### src/rtl/fixed_to_float_fsm.sv
// Multi-cycle signed fixed-point to {sign, exponent, mantissa} float converter with a valid/ready handshake.
// Define FIXED_TO_FLOAT_ROUND_NEAREST_EN for round-to-nearest-even; otherwise the mantissa is truncated.
module fixed_to_float_fsm #(
  parameter int IN_WIDTH  = 32,
  parameter int FRAC_BITS = 0,
  parameter int EXP_WIDTH = 8,
  parameter int MAN_WIDTH = 23
) (
  input  logic                         i_CLK,
  input  logic                         i_RESET_N,
  input  logic                         i_VALID,
  input  logic [IN_WIDTH-1:0]          i_INPUT,
  output logic                         o_READY,
  output logic                         o_DONE,
  output logic [EXP_WIDTH+MAN_WIDTH:0] o_OUTPUT
);

  localparam int BIAS  = (1 << (EXP_WIDTH - 1)) - 1;
  localparam int EXT_W = EXP_WIDTH + 2;
  localparam int CNT_W = $clog2(IN_WIDTH + 1);
  localparam int FW    = IN_WIDTH + MAN_WIDTH;
  localparam logic [EXT_W-1:0] EXP_BASE = EXT_W'(BIAS + IN_WIDTH - 1 - FRAC_BITS);

  generate
    if ((IN_WIDTH < 2) || (FRAC_BITS < 0) || (FRAC_BITS >= IN_WIDTH) ||
        (BIAS - FRAC_BITS < 1) ||
        (BIAS + IN_WIDTH - FRAC_BITS > (1 << EXP_WIDTH) - 2)) begin : g_illegal_params
      $error("fixed_to_float_fsm: illegal parameter set");
    end
  endgenerate

  typedef enum logic [2:0] {IDLE, ABS, NORM, ROUND, PACK} state_t;

  state_t               state;
  logic [IN_WIDTH-1:0]  in_reg;
  logic [IN_WIDTH-1:0]  mag;
  logic                 sign;
  logic                 zero;
  logic [CNT_W-1:0]     count;
  logic [EXP_WIDTH-1:0] exp_reg;
  logic [MAN_WIDTH-1:0] man_reg;

  // Bits below the leading one, left-aligned; the zero tail pads short inputs.
  logic [FW-1:0]        frac;
  logic [EXT_W-1:0]     exp_ext;
  logic [MAN_WIDTH-1:0] man_next;
  logic [EXP_WIDTH-1:0] exp_next;

  assign frac    = {mag[IN_WIDTH-2:0], {(MAN_WIDTH + 1){1'b0}}};
  assign exp_ext = EXP_BASE - EXT_W'(count);

`ifdef FIXED_TO_FLOAT_ROUND_NEAREST_EN
  logic                 guard_bit;
  logic                 sticky_bit;
  logic                 round_up;
  logic [MAN_WIDTH-1:0] man_trunc;
  logic [MAN_WIDTH:0]   man_sum;
  logic [EXT_W-1:0]     exp_rnd;

  assign man_trunc  = frac[FW-1:IN_WIDTH];
  assign guard_bit  = frac[IN_WIDTH-1];
  assign sticky_bit = |frac[IN_WIDTH-2:0];
  assign round_up   = guard_bit & (sticky_bit | man_trunc[0]);
  assign man_sum    = {1'b0, man_trunc} + {{MAN_WIDTH{1'b0}}, round_up};
  // A carry out of the mantissa means 1.111..1 rounded up to 10.000..0.
  assign man_next   = man_sum[MAN_WIDTH] ? '0 : man_sum[MAN_WIDTH-1:0];
  assign exp_rnd    = exp_ext + EXT_W'(man_sum[MAN_WIDTH]);
  assign exp_next   = EXP_WIDTH'(exp_rnd);
`else
  assign man_next   = MAN_WIDTH'(frac >> IN_WIDTH);
  assign exp_next   = EXP_WIDTH'(exp_ext);
`endif

  always_ff @(posedge i_CLK or negedge i_RESET_N) begin
    if (!i_RESET_N) begin
      state    <= IDLE;
      in_reg   <= '0;
      mag      <= '0;
      sign     <= 1'b0;
      zero     <= 1'b0;
      count    <= '0;
      exp_reg  <= '0;
      man_reg  <= '0;
      o_READY  <= 1'b1;
      o_DONE   <= 1'b0;
      o_OUTPUT <= '0;
    end else begin
      o_DONE <= 1'b0;
      case (state)
        IDLE: begin
          if (i_VALID && o_READY) begin
            in_reg  <= i_INPUT;
            sign    <= i_INPUT[IN_WIDTH-1];
            count   <= '0;
            zero    <= 1'b0;
            o_READY <= 1'b0;
            state   <= ABS;
          end
        end
        ABS: begin
          // Unsigned negate so the most negative input maps to 2^(IN_WIDTH-1).
          mag <= sign ? (~in_reg + IN_WIDTH'(1)) : in_reg;
          if (in_reg == '0) begin
            zero  <= 1'b1;
            state <= PACK;
          end else begin
            state <= NORM;
          end
        end
        NORM: begin
          if (mag[IN_WIDTH-1]) begin
            state <= ROUND;
          end else begin
            mag   <= mag << 1;
            count <= count + CNT_W'(1);
          end
        end
        ROUND: begin
          exp_reg <= exp_next;
          man_reg <= man_next;
          state   <= PACK;
        end
        PACK: begin
          o_OUTPUT <= zero ? '0 : {sign, exp_reg, man_reg};
          o_DONE   <= 1'b1;
          o_READY  <= 1'b1;
          state    <= IDLE;
        end
        default: begin
          o_READY <= 1'b1;
          state   <= IDLE;
        end
      endcase
    end
  end

endmodule

### config.mk
export PLATFORM = sky130hd
export DESIGN_NAME = fixed_to_float_fsm
export DESIGN_NICKNAME = d
export VERILOG_FILES = /design/src/rtl/fixed_to_float_fsm.sv
export SDC_FILE = /design/constraint.sdc
export NUM_CORES = 1
export LEC_CHECK = 0
export BUFFER_PORTS_ARGS = -buffer_cell sky130_fd_sc_hd__buf_2
export CAP_MARGIN = 30
export CORE_MARGIN = 2
export CORE_UTILIZATION = 45
export DETAILED_ROUTE_END_ITERATION = 8
export GPL_ROUTABILITY_DRIVEN = 0
export PLACE_DENSITY = 0.67
export SLEW_MARGIN = 30
export SYNTH_ARGS = -nofsm -noshare
export SYNTH_HDL_FRONTEND = slang
export SYNTH_SLANG_ARGS = --single-unit
### constraint.sdc
create_clock -name i_CLK -period 6.2 [get_ports i_CLK]
set_clock_uncertainty 0.2 [all_clocks]
set_input_delay 1.86 -clock i_CLK [delete_from_list [all_inputs] [get_ports i_CLK]]
set_output_delay 1.86 -clock i_CLK [all_outputs]
set_load 0.05 [all_outputs]
**Word-level counts from Yosys, hierarchy flattened**

Index checks and enable logic that the tools add are counted.

- Register bits after elaboration: 140
- Input bits: 35
- Word-level logic and storage cells: 54

- $add $sub $neg: 3
- Equality and inequality tests: 8
- Muxes and demuxes: 16
- Bitwise gates (word level): 2
- Reduce and logical (&&, ||, !) cells: 13

Operators by type and width:

| operator | count |
|---|---|
| 32-bit 2-to-1 mux | 3 |
| 32-bit case mux with 2 select lines | 1 |
| 32-bit by 1-bit adder with 32-bit output (second input constant) | 1 |
| 32-bit zero test | 1 |
| 32-bit inverter | 1 |
| 6-bit 2-to-1 mux | 2 |
| 3-bit case mux with 4 select lines | 1 |
| 6-bit case mux with 2 select lines | 1 |
| 3-bit 2-to-1 mux | 3 |
| 2-bit inequality test (second input constant) | 4 |
| 2-bit AND reduction | 4 |
| 8-bit by 6-bit subtractor with 8-bit output (first input constant) | 1 |
| 6-bit by 1-bit adder with 6-bit output (second input constant) | 1 |
| 3-bit by 2-bit equality test with 1-bit output (second input constant) | 2 |
| 3-bit AND reduction | 2 |
| 2-bit nonzero test | 3 |
| 1-bit case mux with 2 select lines | 2 |
| 3-bit by 1-bit equality test with 1-bit output (second input constant) | 1 |
| 3-bit equality test (second input constant) | 1 |
| 3-bit zero test | 1 |
| 1-bit 2-to-1 mux | 3 |
| 3-bit OR reduction | 1 |
| 1-bit logical AND | 1 |
| 1-bit inverter | 1 |

**Longest topological paths before layout**

Gate-level depths: netlist of the first run.

- Depth in word-level cells: 4
- Gate-level depth with buffers: 8

**Worst setup path before layout of the first run**

No wires, ideal clock.

- Kind: input port to flip-flop
- From: input i_VALID
- To: register in_reg[10]
- Setup time: 125 ps
- Data arrival time: 3,035 ps
- Required time: 5,875 ps
- Slack: 2,840 ps
- Cell stages on the path: 4
- Cell sequence: nand2_1 > nor4_1 > buf_2 > mux2_2

- Cells in the longest elaborated chain, start to end: 2

RTL lines:

| item | RTL line | text |
|---|---|---|
| start, declared | 11 | `input logic i_VALID,` |
| 1-bit logical AND | 91 | `if (i_VALID && o_READY) begin` |
| 2-bit AND reduction (no line) | - |  |
| end signal, assigned | 92 | `in_reg <= i_INPUT;` |
| end, declared | 35 | `logic [IN_WIDTH-1:0] in_reg;` |

Every way passes these cells.
A chain may end at the register's enable or synchronous reset.

**Worst setup path in the final report of the first run**

- From: register o_READY
- To: output o_READY

RTL lines:

| item | RTL line | text |
|---|---|---|
| start, declared | 13 | `output logic o_READY,` |
| start signal, assigned | 84 | `o_READY <= 1'b1;` |
| start signal, assigned | 96 | `o_READY <= 1'b0;` |
| start signal, assigned | 126 | `o_READY <= 1'b1;` |

No word-level cell between the ends.

==> results.json, run 1 <==
{
  "outcome": "completed",
  "clock_path_buffers": 2,
  "synth_nets": 639,
  "setup_violations": 0,
  "synthFlopType": "dfrtp_1",
  "hpwlAfterDp_mm": 9.19,
  "ant_nets": 0,
  "vdd_drop_max_mv": 0.257,
  "ys_seq_area_share_pct": 54.8,
  "critPathLaunchType": "flip-flop",
  "seq_power_share_pct": 40.2,
  "drt_iter0_markers": 331,
  "fin_crit_sh_pct": 52.6,
  "reg2reg_depth": 7,
  "area_delta_synth_final_pct": 17.0,
  "port_buffers": 68,
  "viasPerCell": 5.45,
  "ys_warn_count": 0,
  "reg2reg_from": "in_reg[0]",
  "r2r-end": "mag[20]",
  "seqCellArea_mm2": 0.00348,
  "syn_area_mm2": 0.00635,
  "finalHoldViolations": 0,
  "cp.required_ns": 4.14,
  "synthCells": 601,
  "cts.sinks": 139,
  "min_to": "o_OUTPUT[12]",
  "p_int_uw": 2600,
  "antenna_found_initial": 0,
  "cts_tree": "built",
  "num_vias": 4635,
  "nets": 696,
  "die_height_um": 123,
  "gr-usage-met1_pct": 27.9,
  "diodes": 0,
  "drt_wl_total_mm": 13.1,
  "p_per_area_mw_per_mm2": 583,
  "startpoint": "o_READY",
  "num-fill-cells": 1213,
  "clk_latency_ns": 0.41,
  "timing.slew.headroom_pct": 41.1,
  "slew_viol_final": 0,
  "hold_slack_ns": 0.273,
  "drc": 0,
  "r2r_slack_ns": 3.46,
  "rows": 43,
  "crit_buf_inv": 1,
  "finalCoreUtilization_pct": 53.7,
  "p_sw_uw": 1730,
  "multi_input_area_mm2": 0.00271,
  "top_usage_layer": "met1",
  "leakagePower_uw": 0.00334,
  "die_area_mm2": 0.0151,
  "syn_avg_cell_area_um2": 10.6,
  "holdPathStages": 2,
  "critPathMaxStageDelay_ns": 0.54,
  "cp_max_fo": 3,
  "first_pass_iters": 5,
  "drive_gt1_share_pct": 25.8,
  "cp-end-kind": "output pin",
  "async_reset_ff_share_pct": 100,
  "worstHoldPathType": "reg2reg",
  "finalSetupTns_ns": 0,
  "grt_max_degree": 66,
  "crit_slowest_cell": "dfstp_2",
  "gr-total-overflow": 0,
  "cp_cell_sequence": "buf_2",
  "use_met3_pct": 4.60,
  "hold_buffers": 0,
  "p_clk_share_pct": 22.7,
  "cap_violations": 0,
  "crit_arrival_ns": 1.20,
  "cts_setup_buffers": 0,
  "wl_per_cell_um": 15.4,
  "coreArea_mm2": 0.0138,
  "cts_root_buf": "clkbuf_16",
  "path_clk_slew_ns": 0.06,
  "grt_usage_pct": 18.9,
  "period_needed_ns": 3.26,
  "rsz0062_at_grt": "no",
  "crit_family": "flip-flops",
  "numCtsBuffers": 17,
  "synth-edff-count": 0,
  "fmax_mhz": 306,
  "dieWidth_um": 123,
  "switching_share_pct": 39.9,
  "grt_pass1_vias": 4405,
  "cts_max_level": 4,
  "path_class": "reg2out",
  "grt_use_met2_pct": 26.9,
  "ys_types": 56,
  "cts_resized": 0,
  "holdCritStartpoint": "o_OUTPUT[12]",
  "combinationalPowerShare_pct": 37.1,
  "tightest_slew_ns": 0.875,
  "floorplan.initialDensity_pct": 45.9,
  "grt_pass1_wl_mm": 22.2,
  "pin_count": 69,
  "synth_seq_cells": 139
}
==> cell usage in the layout, fill, tap and decap left out, types with 5 or more instances in the layout <==
cell type    n
dfrtp_1    138
nand2_1     95
o21ai_0     71
buf_2       67
mux2_2      54
nor2_1      24
a21oi_1     24
clkbuf_16   17
xor2_1      14
nor3_1      12
mux2i_1     10
a22oi_1      9
buf_4        9
xnor2_1      8
nand3_1      7
nor2b_1      7
a22o_1       6
o22ai_1      6
nand4_1      5
nor4_1       5
==> logic make-up (layout without fill, tap and decap cells) <==
logic type	Yosys count	after routing	synth area share, %
simple gates	182	182	13.7
compound gates	147	147	14.0
flops	139	139	54.8
mux	64	64	11.2
buf+inv	44	114	2.74
xor+xnor	22	22	3.03
fa+ha+maj	3	3	0.591
==> power groups by stage <==
stage               Combinational (uW)  Clock (uW)  Sequential [uW]
floorplan                         1000           0             1920
global placement                  1570           0             1730
detailed placement                1610           0             1760
CTS                               1620        1000             1740
global route                      1790        1040             1810
finish                            1610         982             1740
==> synthesized netlist by cell type (6+ instances only) <==
cell type	count	share of area [%]
a21oi_1	24	1.9
a22o_1	6	0.83
a22oi_1	9	1.1
buf_2	7	0.55
clkbuf_1	32	1.9
dfrtp_1	138	54
mux2_2	54	9.6
mux2i_1	10	1.6
nand2_1	95	5.6
nand3_1	7	0.55
nor2_1	25	1.5
nor2b_1	7	0.69
nor3_1	12	0.95
nor4_1	6	0.59
o21ai_0	71	5.6
o22ai_1	6	0.59
xnor2_1	8	1.1
xor2_1	14	1.9
==> area by class of cell <==
cell class | instances | share of cell area (%)
sequential | 139 | 46.8
multi-input combinational | 418 | 36.4
clock buffer | 25 | 6.67
timing repair buffer | 77 | 5.62
tap | 180 | 3.03
clock inverter | 7 | 1.18
inverter | 5 | 0.253
==> per-layer routing <==
metal	vias to the layer above	wire length [um]
li1	2260	-
met1	2232	6500
met2	124	5760
met3	19	623
met4	0	199
met5	-	0
==> worst max path at each step <==
stage | endpoint | slack, ns | cells after the start
after global placement | in_reg[14] | 2.91 | 5
after CTS | o_READY | 2.92 | 1
final | o_READY | 2.94 | 1
after global routing | o_READY | 2.90 | 1
after detailed placement | in_reg[20] | 2.85 | 5
after floorplan | in_reg[10] | 2.84 | 4
==> metrics by stage <==
| stage | instances | setup WS [ns] | instance area [um2] | total power, uW |
|---|---|---|---|---|
| 2_1_floorplan | 601 | 2.84 | 6350 | 2920 |
| 3_3_place_gp | 818 | 2.91 | 6830 | 3300 |
| 3_5_place_dp | 818 | 2.85 | 6830 | 3370 |
| 4_1_cts | 850 | 2.92 | 7420 | 4360 |
| 5_1_grt | 851 | 2.90 | 7430 | 4640 |
| 6_report | 851 | 2.94 | 7430 | 4330 |
Power figures use the tool's default switching activity.
==> run 2: changes to the inputs <==
Settings changed: PLACE_DENSITY 0.67 to 0.69.
Clock period 6.2 ns to 2.9 ns, I/O delays scaled along.
==> results.json, run 2 (same netlist as run 1, synthesis figures left out) <==
{
  "outcome": "completed",
  "period_needed_ns": 2.50,
  "cts_resized": 0,
  "viasPerCell": 5.44,
  "cts_tree": "built",
  "fmax_mhz": 401,
  "finalSetupTns_ns": 0,
  "p_per_area_mw_per_mm2": 1250,
  "dpl_cell_area_mm2": 0.00691,
  "critPathLaunchType": "flip-flop",
  "fin_area_mm2": 0.00751,
  "drt_iter0_markers": 472,
  "clk_latency_ns": 0.41,
  "wl_per_cell_um": 15.7,
  "grt_usage_pct": 19.6,
  "crit_arrival_ns": 2.59,
  "path_class": "reg2reg",
  "grt_pass1_vias": 4519,
  "total_power_uw": 9420,
  "hpwlAfterDp_mm": 9.60,
  "p_clk_share_pct": 23.2,
  "grt_pass1_wl_mm": 23.0,
  "cts_root_buf": "clkbuf_16",
  "pin_count": 69,
  "cap_violations": 0,
  "first_pass_iters": 5,
  "num_vias": 4658,
  "p_int_uw": 5640,
  "cp-end-kind": "flip-flop",
  "grt_max_degree": 66,
  "nets": 702,
  "area_delta_synth_final_pct": 18.3,
  "num-fill-cells": 1193,
  "timing.slew.headroom_pct": 43.9,
  "floorplan.initialDensity_pct": 45.9,
  "antenna_found_initial": 0,
  "combinationalPowerShare_pct": 37.2,
  "reg2reg_from": "in_reg[7]",
  "dieWidth_um": 123,
  "layout_commonest_cell": "dfrtp_1",
  "hold_buffers": 0,
  "diodes": 0,
  "ant_nets": 0,
  "drive_gt1_share_pct": 26.8,
  "startpoint": "in_reg[7]",
  "numCtsBuffers": 17,
  "path_clk_slew_ns": 0.06,
  "cts_max_level": 4,
  "port_buffers": 68,
  "fin_crit_sh_pct": 86.1,
  "vdd_drop_max_mv": 0.612,
  "cts.sinks": 139,
  "leakagePower_uw": 0.00338,
  "die_area_mm2": 0.0151,
  "rsz0062_at_grt": "no",
  "cp.required_ns": 2.99,
  "seq_power_share_pct": 39.6,
  "setup_violations": 0,
  "finalHoldViolations": 0,
  "die_height_um": 123,
  "rows": 43,
  "cp_max_fo": 11,
  "drt_wl_total_mm": 13.4,
  "tightest_slew_ns": 0.837,
  "final_cell_mix": "138 x dfrtp_1, 95 x nand2_1, 71 x o21ai_0",
  "gr-total-overflow": 0,
  "clock_path_buffers": 2,
  "slew_viol_final": 0,
  "switching_share_pct": 40.2,
  "coreArea_mm2": 0.0138,
  "drc": 0,
  "cts_setup_buffers": 0,
  "p_sw_uw": 3780,
  "worstHoldPathType": "in2async"
}
run 2: area by class of cell:
| type | instances | area [um2] | share of cell area [%] |
|---|---|---|---|
| clock buffers | 20 | 457 | 6.08 |
| clock inverters | 11 | 144 | 1.92 |
| inverters | 5 | 18.8 | 0.250 |
| multi-input cells | 418 | 2710 | 36.0 |
| flip-flops and latches | 139 | 3480 | 46.3 |
| well taps | 180 | 225 | 3.00 |
| repair buffers | 83 | 480 | 6.40 |
run 2: per-layer routing:
metal  track usage, %  up-vias  share of wire [%]
li1                 -     2267                  -
met1             28.2     2245                 48
met5                0        -                  0
met2             28.7      127                 45
met4             7.97        0                1.8
met3             4.41       19                5.6
run 2: final timing paths:
check	end	slack [ns]	depth (start not counted)
worst max register to register	mag[19]	0.40	5
worst min register to register	o_OUTPUT[11]	0.27	2
max in group asynchronous	man_reg[11]	1.57	2
worst max-delay path	mag[19]	0.40	5
min in group i_CLK	o_OUTPUT[11]	0.27	2
worst min-delay path	o_OUTPUT[27]	0.22	1
run 2: metrics by stage:
| stage | hold slack (ns) | instances | utilization [%] | setup slack [ns] |
|---|---|---|---|---|
| after floorplan | 0.248 | 601 | - | 0.530 |
| after global placement | 0.261 | 825 | 50.0 | 0.468 |
| after detailed placement | 0.266 | 825 | 50.0 | 0.460 |
| after CTS | 0.220 | 856 | 54.3 | 0.432 |
| after global routing | 0.243 | 856 | 54.3 | 0.217 |
| final | 0.216 | 856 | 54.3 | 0.404 |
run 2: power groups by stage:
stage	clock network, uW	logic (uW)	registers (uW)
2_1_floorplan	0	2150	4100
6_report	2180	3510	3730
4_1_cts	2220	3540	3720
3_3_place_gp	0	3420	3690
3_5_place_dp	0	3520	3750
5_1_grt	2310	3890	3870
run 2: critical path: stages, from the launching register on:
cell,delay (ns)
dfrtp_1,0.44
nor3_2,0.41
nand4_1,0.45
o41ai_1,0.50
xor2_1,0.27
a21oi_1,0.10
